File: config.mk
export PLATFORM = sky130hd
export DESIGN_NAME = dec_text_writer
export DESIGN_NICKNAME = d
export VERILOG_FILES = /design/src/rtl/dec_text_writer.sv
export SDC_FILE = /design/constraint.sdc
export NUM_CORES = 1
export LEC_CHECK = 0
export BUFFER_PORTS_ARGS = -buffer_cell sky130_fd_sc_hd__buf_2
export CAP_MARGIN = 25
export CORE_ASPECT_RATIO = 1.2
export CORE_MARGIN = 2
export CORE_UTILIZATION = 30
export CTS_CLUSTER_DIAMETER = 150
export DETAILED_ROUTE_END_ITERATION = 16
export GPL_ROUTABILITY_DRIVEN = 1
export PLACE_DENSITY = 0.54
export SETUP_SLACK_MARGIN = 0.15
export SLEW_MARGIN = 20
export SYNTH_ARGS = -nofsm -noshare
export SYNTH_HDL_FRONTEND = slang
export SYNTH_SLANG_ARGS = --single-unit
File: constraint.sdc
create_clock -name clk -period 3.2 [get_ports clk]
set_clock_uncertainty 0.1 [all_clocks]
set_input_delay 0.48 -clock clk [delete_from_list [all_inputs] [get_ports clk]]
set_output_delay 0.48 -clock clk [all_outputs]
set_load 0.1 [all_outputs]
File: src/rtl/dec_text_writer.sv
// dec_text_writer
//   Copies the five ASCII digits of a decimal readout into a screen text
//   buffer. The field is rewritten only when the digits differ from the last
//   painted snapshot or a rewrite is requested. Each rewrite writes five
//   characters, one per valid/ready transfer. Leading zeros can be blanked.
//
// Ports
//   clk            system clock, rising edge
//   rst_i          synchronous active-high reset
//   ten_thousands  ASCII digit 4 (most significant)
//   thousands      ASCII digit 3
//   hundreds       ASCII digit 2
//   tens           ASCII digit 1
//   units          ASCII digit 0 (least significant)
//   force_i        single-cycle request to rewrite the field
//   wr_valid_o     write request to the text buffer
//   wr_ready_i     text buffer accepts the write
//   wr_addr_o      write address
//   wr_data_o      character to write
//   busy_o         high while a rewrite is in progress (LOAD, WRITE, DONE)
//   done_o         one-cycle pulse after the fifth character is accepted
module dec_text_writer #(
    parameter int unsigned ADDR_W     = 6,
    parameter int unsigned BASE_ADDR  = 0,
    parameter bit          LEAD_BLANK = 1'b1,
    parameter logic [7:0]  FILL_CHAR  = 8'h20
) (
    input  logic              clk,
    input  logic              rst_i,
    input  logic [7:0]        ten_thousands,
    input  logic [7:0]        thousands,
    input  logic [7:0]        hundreds,
    input  logic [7:0]        tens,
    input  logic [7:0]        units,
    input  logic              force_i,
    output logic              wr_valid_o,
    input  logic              wr_ready_i,
    output logic [ADDR_W-1:0] wr_addr_o,
    output logic [7:0]        wr_data_o,
    output logic              busy_o,
    output logic              done_o
);

    typedef enum logic [1:0] {
        S_IDLE,
        S_LOAD,
        S_WRITE,
        S_DONE
    } state_t;

    localparam logic [ADDR_W-1:0] BASE       = ADDR_W'(BASE_ADDR);
    localparam logic [7:0]        ASCII_ZERO = 8'h30;

    state_t            state_q, state_d;
    logic [7:0]        digits      [5];
    logic [7:0]        snap_q      [5];
    logic [7:0]        snap_d      [5];
    logic [7:0]        field_q     [5];
    logic [7:0]        field_d     [5];
    logic [7:0]        field_build [5];
    logic [2:0]        idx_q, idx_d, idx_inc;
    logic              pending_q, pending_d;
    logic              wr_valid_d;
    logic [ADDR_W-1:0] wr_addr_d;
    logic [7:0]        wr_data_d;
    logic              busy_d, done_d;
    logic              differs;
    logic              blank_run;
    logic              xfer;

    // Position 0 is the leftmost (most significant) character.
    always_comb begin
        digits[0] = ten_thousands;
        digits[1] = thousands;
        digits[2] = hundreds;
        digits[3] = tens;
        digits[4] = units;
    end

    always_comb begin
        differs = 1'b0;
        for (int i = 0; i < 5; i++) begin
            if (digits[i] != snap_q[i]) differs = 1'b1;
        end
    end

    // Blanking runs left to right and stops at the first non-"0" byte; the
    // units character is always shown so a zero reading is never empty.
    // NOTE: blank_run is updated in sequence within one evaluation, so blocking
    // assignments are required here; clocked state below uses non-blocking.
    always_comb begin
        blank_run = LEAD_BLANK;
        for (int i = 0; i < 4; i++) begin
            blank_run      = blank_run && (snap_q[i] == ASCII_ZERO);
            field_build[i] = blank_run ? FILL_CHAR : snap_q[i];
        end
        field_build[4] = snap_q[4];
    end

    // Next-state and next-output logic.
    // NOTE: every variable gets a default first so no path leaves one
    // unassigned, which would otherwise infer a latch.
    always_comb begin
        state_d    = state_q;
        snap_d     = snap_q;
        field_d    = field_q;
        idx_d      = idx_q;
        pending_d  = pending_q;
        wr_valid_d = wr_valid_o;
        wr_addr_d  = wr_addr_o;
        wr_data_d  = wr_data_o;
        done_d     = 1'b0;
        idx_inc    = idx_q + 3'd1;
        xfer       = wr_valid_o && wr_ready_i;

        case (state_q)
            S_IDLE: begin
                if (force_i || pending_q || differs) begin
                    snap_d    = digits;
                    pending_d = 1'b0;
                    state_d   = S_LOAD;
                end
            end
            S_LOAD: begin
                field_d    = field_build;
                idx_d      = 3'd0;
                wr_valid_d = 1'b1;
                wr_addr_d  = BASE;
                wr_data_d  = field_build[0];
                state_d    = S_WRITE;
            end
            S_WRITE: begin
                if (xfer) begin
                    if (idx_q == 3'd4) begin
                        wr_valid_d = 1'b0;
                        done_d     = 1'b1;
                        state_d    = S_DONE;
                    end else begin
                        idx_d     = idx_inc;
                        wr_addr_d = BASE + ADDR_W'(idx_inc);
                        wr_data_d = field_q[idx_inc];
                    end
                end
            end
            S_DONE:  state_d = S_IDLE;
            default: state_d = S_IDLE;
        endcase

        // A request that arrives mid-rewrite is remembered for the next IDLE.
        if (state_q != S_IDLE && force_i) pending_d = 1'b1;

        busy_d = (state_d != S_IDLE);
    end

    always_ff @(posedge clk) begin
        if (rst_i) state_q <= S_IDLE;
        else       state_q <= state_d;
    end

    // NOTE: the snapshot and field registers are reset deliberately; an
    // all-zero snapshot never matches ASCII digits, so the field is repainted
    // right after reset.
    always_ff @(posedge clk) begin
        if (rst_i) begin
            for (int i = 0; i < 5; i++) begin
                snap_q[i]  <= 8'h00;
                field_q[i] <= 8'h00;
            end
            idx_q      <= 3'd0;
            pending_q  <= 1'b0;
            wr_valid_o <= 1'b0;
            wr_addr_o  <= BASE;
            wr_data_o  <= 8'h00;
            busy_o     <= 1'b0;
            done_o     <= 1'b0;
        end else begin
            snap_q     <= snap_d;
            field_q    <= field_d;
            idx_q      <= idx_d;
            pending_q  <= pending_d;
            wr_valid_o <= wr_valid_d;
            wr_addr_o  <= wr_addr_d;
            wr_data_o  <= wr_data_d;
            busy_o     <= busy_d;
            done_o     <= done_d;
        end
    end

endmodule

==> results.py <==
metrics = {
    "status": {
        "status": "complete, no violations",
    },
    "yosys": {
        "synth.distinct_cells": 42,
        "synth.area.mux_share": 0.1043,
        "ys_ff_latch": 97,
        "synth_top_family_by_area": "simple AND/OR/NAND/NOR gates",
        "avgSynthCellArea_um2": 8.099,
        "ys_seq_area_frac": 0.3490,
        "netlist_area_mm2": 0.005564,
        "synth-compound-area-share": 0.1642,
        "synth_fa_ha_area_frac": 0.01124,
        "ys_warn_count": 0,
        "synthSimpleGateAreaFrac": 0.2505,
        "synthFlopType": "dfxtp_1",
        "synth_xor_area_frac": 0.06611,
        "ys_async_sr_fraction": 0,
        "synthCells": 687,
        "synth_edf_count": 0,
    },
    "route": {
        "drtAntennaViolNets": 0,
        "dr.pass1.iters": 5,
        "routed_wl_um": 16950,
        "drc": 0,
        "viasPerCell": 5.361,
        "wl_per_cell_um": 17.99,
        "vias": 5050,
        "first_iter_violations": 462,
    },
    "flow_run": {
        "cap_violations": 0,
    },
    "clock_network": {
        "cts_made_buffers": 9,
        "cts.hold.buffers_added": 0,
        "cts_buffer_depth": 2,
        "root_buffer": "clkbuf_16",
        "post_cts.repair.setup_buffers": 0,
        "clk_latency_ns": 0.36,
        "cts_resized": 0,
        "clock_sinks": 97,
        "clk_pin_slew_worst_paths_ns": 0.07,
        "h-tree-depth": 3,
        "cts_tree": "done",
    },
    "floorplan": {
        "die_y_um": 153.2,
        "dieWidth_um": 128.3,
        "dieArea_mm2": 0.01966,
        "row_count": 54,
        "fp.coreArea_mm2": 0.01817,
        "start_util": 0.3061,
        "io_pins": 61,
    },
    "pwr": {
        "seqPwrFrac": 0.389,
        "power_frac_comb": 0.370,
        "intPower_w": 0.002887,
        "p_clk_frac": 0.241,
        "p_leak_nw": 2.363,
        "swShare": 0.4091,
        "p_switching_w": 0.001999,
        "vdd_drop_max_mv": 0.3634,
        "p_per_area_mw_per_mm2": 769.1,
    },
    "grt": {
        "grt_start_max_net_pins": 68,
        "grt_antenna_before_repair": 0,
        "grt_pass1_vias": 4699,
        "grt.total_usage": 0.1773,
        "overflow": 0,
        "grt_pass1_wl_um": 27110,
    },
    "final_layout": {
        "fillCellCount": 1888,
        "drive_above_1_share": 0.1407,
        "nets": 762,
        "n_antenna_cell": 0,
        "syn_to_final_growth_pct": 14.17,
        "layout_commonest_cell": "nor2_1",
        "layout_common_cells": "100 x nor2_1, 97 x dfxtp_1, 56 x buf_2",
    },
    "critical_path": {
        "critPathTopFamily": "simple AND/OR/NAND/NOR gates",
        "startpoint_type": "flop",
        "cp_max_fo": 22,
        "worstPathCellList": "xor2_1 -> nor4_1 -> nand4_1 -> or2_1 -> buf_4 -> o311ai_0",
        "critical_path_class": "reg2reg",
        "critPathMaxStageDelay_ns": 0.57,
        "end_kind": "flop",
        "cp.buffers_inverters": 1,
        "required_ns": 3.34,
        "crit_arrival_ns": 2.65,
        "cpMaxStageDelayCell": "nor4_1",
    },
    "sta": {
        "slew_violations": 0,
        "min_period_ns": 2.508,
        "maxSlewHeadroom": 0.5020,
        "tns_ns": 0,
        "max_freq_ghz": 0.3987,
        "worst_pin_slew_ns": 0.7470,
        "hold_viol": 0,
        "final-setup-viol-count": 0,
        "rsz0062_at_grt": "no",
        "post-route-period-util": 0.7839,
        "holdWs_ns": 0.2834,
    },
    "placed_design": {
        "gp_congestion": 0.8528,
        "dp.final_hpwl_um": 11610,
        "port_buffers": 57,
    },
    "worst_hold_path": {
        "worstHoldPathType": "in2reg",
    },
}
==> worst paths after layout <==
path,start,to,slack (ns),cells past startpoint
min,tens[2],snap_q[10],0.28,3
max reg2reg,snap_q[32],snap_q[13],0.69,6
min reg2reg,field_q[20],field_q[20],0.37,2
max,snap_q[32],snap_q[13],0.69,6
==> registers in the layout (all words and copies together), names as in the netlist <==
| name | count |
|---|---|
| busy_o | 1 |
| pending_q | 1 |
| field_q | 40 |
| field_build | 8 |
| state_q | 2 |
| wr_valid_o | 1 |
| wr_data_o | 8 |
| done_o | 1 |
| snap_q | 32 |
| wr_addr_o | 3 |
==> power by group through the flow <==
| stage | clock network [W] | registers (W) | logic (W) |
|---|---|---|---|
| finish | 0.00118 | 0.00190 | 0.00181 |
| global route | 0.00125 | 0.00193 | 0.00199 |
| CTS | 0.00119 | 0.00190 | 0.00182 |
| detailed placement | 0 | 0.00192 | 0.00181 |
| global placement | 0 | 0.00192 | 0.00180 |
| floorplan | 0 | 0.00206 | 0.00113 |
==> cell type report <==
cell class,count,area (um^2),share of cell area
Multi-Input combinational cell,522,3339,0.5257
Sequential cell,97,1942,0.3057
Timing Repair Buffer,75,447.9,0.07051
Tap cell,224,280.3,0.04412
Clock buffer,11,232.7,0.03664
Clock inverter,5,80.08,0.01261
Inverter,8,30.03,0.004727
==> stage by stage <==
step	cells	total power, W	worst slack [ns]	area, um^2	utilization
6_report	942	0.004885	0.6917	6352	0.3495
2_1_floorplan	689	0.003194	0.1617	5572	-
4_1_cts	942	0.004910	0.6389	6352	0.3495
3_3_place_gp	926	0.003725	0.6475	6040	0.3323
3_5_place_dp	926	0.003732	0.5773	6040	0.3323
5_1_grt	942	0.005172	0.4666	6352	0.3495
==> synth_stat cells, types with 3 or more instances <==
master,count,share of area
ha_1,5,0.011
nor4_1,10,0.011
nand2_1,55,0.037
mux2i_1,40,0.072
nand3_1,6,0.0054
nor2_1,100,0.067
o311ai_1,21,0.033
nor2b_1,6,0.0067
buf_4,3,0.0040
nand2b_1,41,0.046
nor3_1,11,0.0099
o311ai_0,17,0.027
o21ai_0,50,0.045
dfxtp_1,97,0.35
a21oi_1,45,0.040
xor2_1,41,0.065
nand4_1,3,0.0034
buf_1,8,0.0054
buf_6,3,0.0061
nor3b_1,38,0.051
mux4_2,8,0.032
clkbuf_1,45,0.030
a2111oi_0,5,0.0079
inv_1,8,0.0054
==> routing by layer <==
layer,up-vias,track usage,wire [um]
li1,2468,-,-
met4,0,0.06279,334
met1,2423,0.2448,7659
met3,16,0.02835,900
met5,-,0,0
met2,143,0.2794,8056
==> kinds of logic after synthesis <==
kind of cell / after synthesis
muxes: 48
adders and majority gates: 5
buffers and inverters: 70
DFF: 97
xor gates and xnor gates: 42
other: 1
and+or+nand+nor: 278
AOI/OAI and AO/OA: 146
==> tightest hold or removal path: stages <==
cell     delay, ns
buf_2         0.09
mux2i_1       0.06
nor2_1        0.07
(Power assumes the default switching activity.)
